**src/rtl/du_pkg.sv**
```systemverilog
// ---------------------------------------------------------------------------
// du_pkg: shared types and defaults for the debug-unit TX path.  Rev 1.0
// ---------------------------------------------------------------------------
`default_nettype none

package du_pkg;

  localparam int UART_W        = 8;
  localparam int DEF_MAX_FRAME = 512;

  typedef enum logic [1:0] {
    ST_IDLE   = 2'd0,
    ST_STREAM = 2'd1,
    ST_START  = 2'd2,
    ST_DRAIN  = 2'd3
  } du_state_t;

endpackage

`default_nettype wire

```
**src/rtl/du_rr_arbiter.sv**
```systemverilog
// ---------------------------------------------------------------------------
// du_rr_arbiter: combinational round-robin pick, first request at/after ptr.
// Rev 1.0
// ---------------------------------------------------------------------------
`default_nettype none

module du_rr_arbiter
  import du_pkg::*;
#(
  parameter int N_CH  = 4,
  parameter int PTR_W = 2
) (
  input  logic [N_CH-1:0]  req,
  input  logic [PTR_W-1:0] ptr,
  output logic [N_CH-1:0]  grant
);

  logic found;

  // Scan priority slots ptr, ptr+1, ... (mod N_CH); the first requester wins.
  always_comb begin
    grant = '0;
    found = 1'b0;
    for (int i = 0; i < N_CH; i++) begin
      for (int c = 0; c < N_CH; c++) begin
        if (!found && req[c] && (((int'(ptr) + i) % N_CH) == c)) begin
          grant[c] = 1'b1;
          found    = 1'b1;
        end
      end
    end
  end

endmodule

`default_nettype wire

```
**src/rtl/du_tx_arbiter.sv**
```systemverilog
// ---------------------------------------------------------------------------
// du_tx_arbiter: frame-level round-robin merge of debug-unit byte streams
// onto the UART TX FIFO, with backpressure and per-frame tx_start.  Rev 1.0
// ---------------------------------------------------------------------------
`default_nettype none

module du_tx_arbiter
  import du_pkg::*;
#(
  parameter int N_CH         = 4,
  parameter int NB_UART_DATA = UART_W,
  parameter int NB_LEN       = 10,
  parameter int MAX_FRAME    = DEF_MAX_FRAME
) (
  input  logic                         clk,
  input  logic                         i_rst,
  input  logic [N_CH-1:0]              i_valid,
  input  logic [N_CH*NB_UART_DATA-1:0] i_data,
  input  logic [N_CH-1:0]              i_last,
  output logic [N_CH-1:0]              o_ready,
  input  logic                         i_fifo_full,
  input  logic                         i_fifo_empty,
  output logic                         o_wr,
  output logic [NB_UART_DATA-1:0]      o_wdata,
  output logic                         o_tx_start,
  output logic [N_CH-1:0]              o_grant,
  output logic                         o_busy,
  output logic [N_CH-1:0]              o_trunc
);

  localparam int                PTR_W       = (N_CH > 1) ? $clog2(N_CH) : 1;
  localparam logic [NB_LEN-1:0] C_LEN_LIMIT = NB_LEN'(MAX_FRAME - 1);

  du_state_t               r_state, w_state_nx;
  logic [N_CH-1:0]         r_grant, w_grant_nx, w_arb_grant;
  logic [N_CH-1:0]         r_trunc, w_trunc_nx, w_accept;
  logic [PTR_W-1:0]        r_ptr, w_ptr_nx, w_owner, w_owner_nx;
  logic [NB_LEN-1:0]       r_len, w_len_nx;
  logic                    r_wr, w_wr_nx, r_tx_start, w_tx_start_nx;
  logic [NB_UART_DATA-1:0] r_wdata, w_wdata_nx, w_sel_data;
  logic                    w_xfer, w_last, w_eof;

  du_rr_arbiter #(
    .N_CH  (N_CH),
    .PTR_W (PTR_W)
  ) u_rr (
    .req   (i_valid),
    .ptr   (r_ptr),
    .grant (w_arb_grant)
  );

  assign o_ready  = (r_state == ST_STREAM && !i_fifo_full) ? r_grant : '0;
  assign w_accept = i_valid & o_ready;
  assign w_xfer   = |w_accept;
  assign w_last   = |(w_accept & i_last);
  assign w_eof    = w_xfer && (w_last || (r_len == C_LEN_LIMIT));

  always_comb begin
    w_owner    = '0;
    w_sel_data = '0;
    for (int c = 0; c < N_CH; c++) begin
      if (r_grant[c]) begin
        w_owner    = PTR_W'(c);
        w_sel_data = i_data[c*NB_UART_DATA +: NB_UART_DATA];
      end
    end
  end

  assign w_owner_nx = (w_owner == PTR_W'(N_CH - 1)) ? '0 : w_owner + PTR_W'(1);

  always_comb begin
    w_state_nx    = r_state;
    w_grant_nx    = r_grant;
    w_ptr_nx      = r_ptr;
    w_len_nx      = r_len;
    w_trunc_nx    = r_trunc;
    w_wr_nx       = 1'b0;
    w_wdata_nx    = r_wdata;
    w_tx_start_nx = 1'b0;
    case (r_state)
      ST_IDLE: begin
        if (|i_valid) begin
          w_grant_nx = w_arb_grant;
          w_len_nx   = '0;
          w_state_nx = ST_STREAM;
        end
      end
      ST_STREAM: begin
        if (w_xfer) begin
          w_wr_nx    = 1'b1;
          w_wdata_nx = w_sel_data;
          w_len_nx   = r_len + NB_LEN'(1);
          if (w_eof) begin
            w_state_nx = ST_START;
            w_ptr_nx   = w_owner_nx;
            // A frame that ends naturally on its MAX_FRAME-th byte was not cut.
            if (!w_last) w_trunc_nx = r_trunc | r_grant;
          end
        end
      end
      ST_START: begin
        w_tx_start_nx = 1'b1;
        w_state_nx    = ST_DRAIN;
      end
      ST_DRAIN: begin
        if (i_fifo_empty) begin
          w_grant_nx = '0;
          w_state_nx = ST_IDLE;
        end
      end
      default: w_state_nx = ST_IDLE;
    endcase
  end

  always_ff @(posedge clk or posedge i_rst) begin
    if (i_rst) begin
      r_state    <= ST_IDLE;
      r_grant    <= '0;
      r_ptr      <= '0;
      r_len      <= '0;
      r_trunc    <= '0;
      r_wr       <= 1'b0;
      r_wdata    <= '0;
      r_tx_start <= 1'b0;
    end else begin
      r_state    <= w_state_nx;
      r_grant    <= w_grant_nx;
      r_ptr      <= w_ptr_nx;
      r_len      <= w_len_nx;
      r_trunc    <= w_trunc_nx;
      r_wr       <= w_wr_nx;
      r_wdata    <= w_wdata_nx;
      r_tx_start <= w_tx_start_nx;
    end
  end

  assign o_wr       = r_wr;
  assign o_wdata    = r_wdata;
  assign o_tx_start = r_tx_start;
  assign o_grant    = r_grant;
  assign o_trunc    = r_trunc;
  assign o_busy     = (r_state != ST_IDLE);

endmodule

`default_nettype wire

```
**config.mk**
```make
export PLATFORM = sky130hd
export DESIGN_NAME = du_tx_arbiter
export DESIGN_NICKNAME = d
export VERILOG_FILES = /design/src/rtl/du_pkg.sv /design/src/rtl/du_rr_arbiter.sv /design/src/rtl/du_tx_arbiter.sv
export SDC_FILE = /design/constraint.sdc
export NUM_CORES = 1
export LEC_CHECK = 0
export BUFFER_PORTS_ARGS = -buffer_cell sky130_fd_sc_hd__buf_2
export CAP_MARGIN = 20
export CORE_MARGIN = 2
export CORE_UTILIZATION = 44
export DETAILED_ROUTE_END_ITERATION = 7
export PLACE_DENSITY = 0.77
export SLEW_MARGIN = 20
export SYNTH_ARGS = -nofsm -noshare
export SYNTH_HDL_FRONTEND = slang
export SYNTH_SLANG_ARGS = --single-unit
```
**constraint.sdc**
```tcl
create_clock -name clk -period 1.75 [get_ports clk]
set_input_delay 0 -clock clk [delete_from_list [all_inputs] [get_ports clk]]
set_output_delay 0 -clock clk [all_outputs]
set_load 0.02 [all_outputs]
```
==> impl_metrics.py <==
metrics = {
    "run_status": {
        "status": "completed",
    },
    "timing": {
        "setup-violations-final": 0,
        "tightest_slew_ns": 0.4010,
        "hold_violations": 0,
        "finalCritPeriodShare_pct": 96.45,
        "maxSlewViolCount": 0,
        "fin_crit_ns": 1.688,
        "fin_hold_ws_ns": 0.007314,
        "max_clock_freq_mhz": 592.5,
        "finClkSkew_ns": 0.007380,
        "fin_tns_setup_ns": 0,
        "rsz0062_at_grt": "true",
        "maxSlewHeadroom_pct": 73.04,
    },
    "power_and_ir_drop": {
        "peakVddDrop_mv": 0.5844,
        "p_switching_mw": 0.3098,
        "p_int_mw": 1.213,
        "power.share.clock_pct": 45.0,
        "p_seq_share_pct": 48.7,
        "swShare_pct": 20.34,
        "comb_power_share_pct": 6.3,
        "leakagePower_nw": 1.263,
        "power_density_nw_per_um2": 615.3,
    },
    "floorplanning": {
        "ios": 67,
        "die_x_um": 68.15,
        "die_y_um": 68.15,
        "dieArea_um2": 4644,
        "start_util_pct": 45.59,
        "row_count": 23,
        "core-area_um2": 3971,
    },
    "worst_setup_path": {
        "path_max_fanout": 3,
        "cp.buffers_inverters": 2,
        "reg2reg_slack_ns": 0.06,
        "slowest_delay_ns": 0.39,
        "worstPathCellList": "buf_4, ha_1, inv_1, a2bb2oi_2, a21boi_2, mux2_1",
        "start_kind": "flop",
        "cp.arrival_ns": 1.85,
        "crit_path_top_delay_cell": "dfrtp_1",
        "cp.required_ns": 1.91,
        "rr_startpoint": "r_state[1]$_DFFE_PP0P_",
        "cp_top_family": "flip-flops",
        "timing.rr.end": "r_state[1]$_DFFE_PP0P_",
        "cp-end-kind": "flop",
        "worstSetupPathType": "reg2reg",
        "reg2reg_depth": 6,
    },
    "logic_synthesis": {
        "synth_cell_types": 38,
        "ys_seq_elements": 32,
        "synthTopCellsByArea": "dfrtp_1 44%, nor2_1 6.2%, nand2_1 4.8%",
        "synth_edf_count": 0,
        "ys.flop_type": "dfrtp_1",
        "asyncSetResetFlopFracSynth_pct": 100.0,
        "yosysMostFrequentCell": "dfrtp_1",
        "synthCells": 208,
        "synth_top_area_share_pct": 44.23,
        "syn_area_per_cell_um2": 8.704,
        "synth.cell_area_um2": 1810,
        "ys_seq_area_share_pct": 44.23,
        "ys_warn_count": 0,
        "synth_area_leader_cell": "dfrtp_1",
        "synthTopCellsByCount": "32 x dfrtp_1, 30 x nor2_1, 23 x nand2_1, 13 x a21oi_1",
        "synth_fp_nets": 258,
    },
    "global_routing": {
        "overflow": 0,
        "grt_pass1_vias": 1620,
        "grt_pass1_wl_um": 7224,
        "antenna_found_initial": 0,
        "grt_max_degree": 33,
        "grtUsageTotal_pct": 21.10,
    },
    "clocking": {
        "cts.htree.levels": 2,
        "clockRootBuffer": "clkbuf_8",
        "cts_made_buffers": 5,
        "cts_buffer_depth": 2,
        "cts_tree": "done",
        "clk_pin_slew_worst_paths_ns": 0.06,
        "clock_latency_ns": 0.28,
        "clock-sinks": 32,
    },
    "min_path": {
        "min_to": "o_wdata[1]$_DFFE_PP0P_",
        "hp-start": "i_data[25]",
        "hp-class": "in2reg",
        "min_path_cells": 3,
    },
    "detailed_routing": {
        "drt_iter0_drc": 63,
        "drtAntennaViolNets": 0,
        "avgRoutedWirePerCell_um": 13.64,
        "routed_via_density": 5.294,
        "drc": 0,
        "vias": 1816,
        "drtPass1Iterations": 4,
        "drt-total-wl_um": 4677,
    },
    "cells_and_area": {
        "fillers": 334,
        "layout-drive-gt1-share_pct": 34.47,
        "synthToLayoutAreaGrowth_pct": 36.70,
        "nets": 342,
        "num_antenna_cells": 0,
    },
    "flow_run": {
        "cap_violations": 0,
    },
    "place": {
        "hpwl_um": 3462,
        "place_congestion": 0.8869,
        "port_buffers": 66,
    },
}
## placed cells by master, fill, tap and decap left out, types with 2 or more instances in the layout
master / count
buf_4: 18
nor3_1: 8
nand2_1: 23
o31ai_1: 2
o21ai_1: 10
clkinv_2: 2
dlygate4sd3_1: 5
a21oi_1: 13
and2_1: 4
dfrtp_1: 32
a32o_1: 2
inv_1: 8
a21o_1: 4
mux2_1: 2
nand4_1: 3
buf_2: 66
xnor2_1: 3
nor2_1: 30
nor4_2: 2
nor2b_1: 2
ha_1: 5
nand3_1: 8
o22ai_1: 2
o21ai_0: 4
xor2_1: 5
a221oi_1: 7
or3_1: 2
clkbuf_8: 5
## tightest hold or removal path, delay by kind of cell
family | cells | cell delay (ns)
AO/OA/AOI/OAI | 2 | 0.18
buffers and inverters | 1 | 0.07
## repair_timing
item                       CTS  global route
hold endpoints to repair    36             0
pin swaps                    0             0
setup endpoints to repair    1             7
resized for setup            1             3
buffers inserted             1             0
hold buffers                 5             0
## cells by family after synthesis
kind of cell / share of synthesized area [%]
simple gates: 22.12
compound gates: 18.80
flops: 44.23
buf+inv: 5.045
xor+xnor: 3.870
fa+ha+maj: 4.146
mux: 1.797
## state kept, by name (all words and copies together) (netlist names)
signal      cells
o_tx_start      1
o_trunc         4
o_wr            1
r_ptr           2
o_wdata         8
r_state         2
o_grant         4
r_len          10
## per-layer routing
layer	vias up	part of all wire (%)	track usage (%)	wire (um)
li1	895	-	-	-
met1	845	42	25.79	1953
met2	70	49	36.17	2302
met3	6	8.1	4.605	380
met4	0	0.86	8.250	40
met5	-	0	0	0
## power by group through the flow
stage / sequential, mW / combinational, mW / clock, mW
CTS: 0.742 / 0.0965 / 0.709
global placement: 0.755 / 0.0865 / 0
floorplan: 0.755 / 0.0323 / 0
finish: 0.742 / 0.0961 / 0.685
global route: 0.741 / 0.107 / 0.743
detailed placement: 0.755 / 0.0869 / 0
## per-stage QoR
stage	instance area [um2]	util (%)	std cells	total power [mW]	setup WS, ns
5_1_grt	2475	62.32	343	1.591	-0.02817
3_5_place_dp	2291	57.69	329	0.8424	-0.01771
4_1_cts	2462	62.00	343	1.547	0.02996
6_report	2475	62.32	343	1.523	0.06220
2_1_floorplan	1823	-	208	0.7875	0.01873
3_3_place_gp	2291	57.69	329	0.8419	0.07572
## layout make-up
type                       count  area [um2]  area share [%]
clock buffer                   6       72.57           2.932
clock inverter                 2       35.03           1.416
inverter                      10       38.79           1.567
multi-input combinational    154       949.7           38.37
sequential                    32       800.8           32.36
tap                           50       62.56           2.528
timing repair buffer          89       515.5           20.83
## worst max path at each step
stage	startpoint	end	slack, ns	depth (start not counted)
floorplan	o_grant[1]$_DFFE_PP0P_	r_state[1]$_DFFE_PP0P_	0.02	7
global placement	r_len[1]$_DFFE_PP0P_	r_state[1]$_DFFE_PP0P_	0.08	6
detailed placement	r_state[1]$_DFFE_PP0P_	r_state[1]$_DFFE_PP0P_	-0.02	6
CTS	r_len[1]$_DFFE_PP0P_	r_state[1]$_DFFE_PP0P_	0.03	6
global route	r_state[1]$_DFFE_PP0P_	r_state[1]$_DFFE_PP0P_	-0.03	8
finish	r_state[1]$_DFFE_PP0P_	r_state[1]$_DFFE_PP0P_	0.06	6
Power figures use the tool's default switching activity.
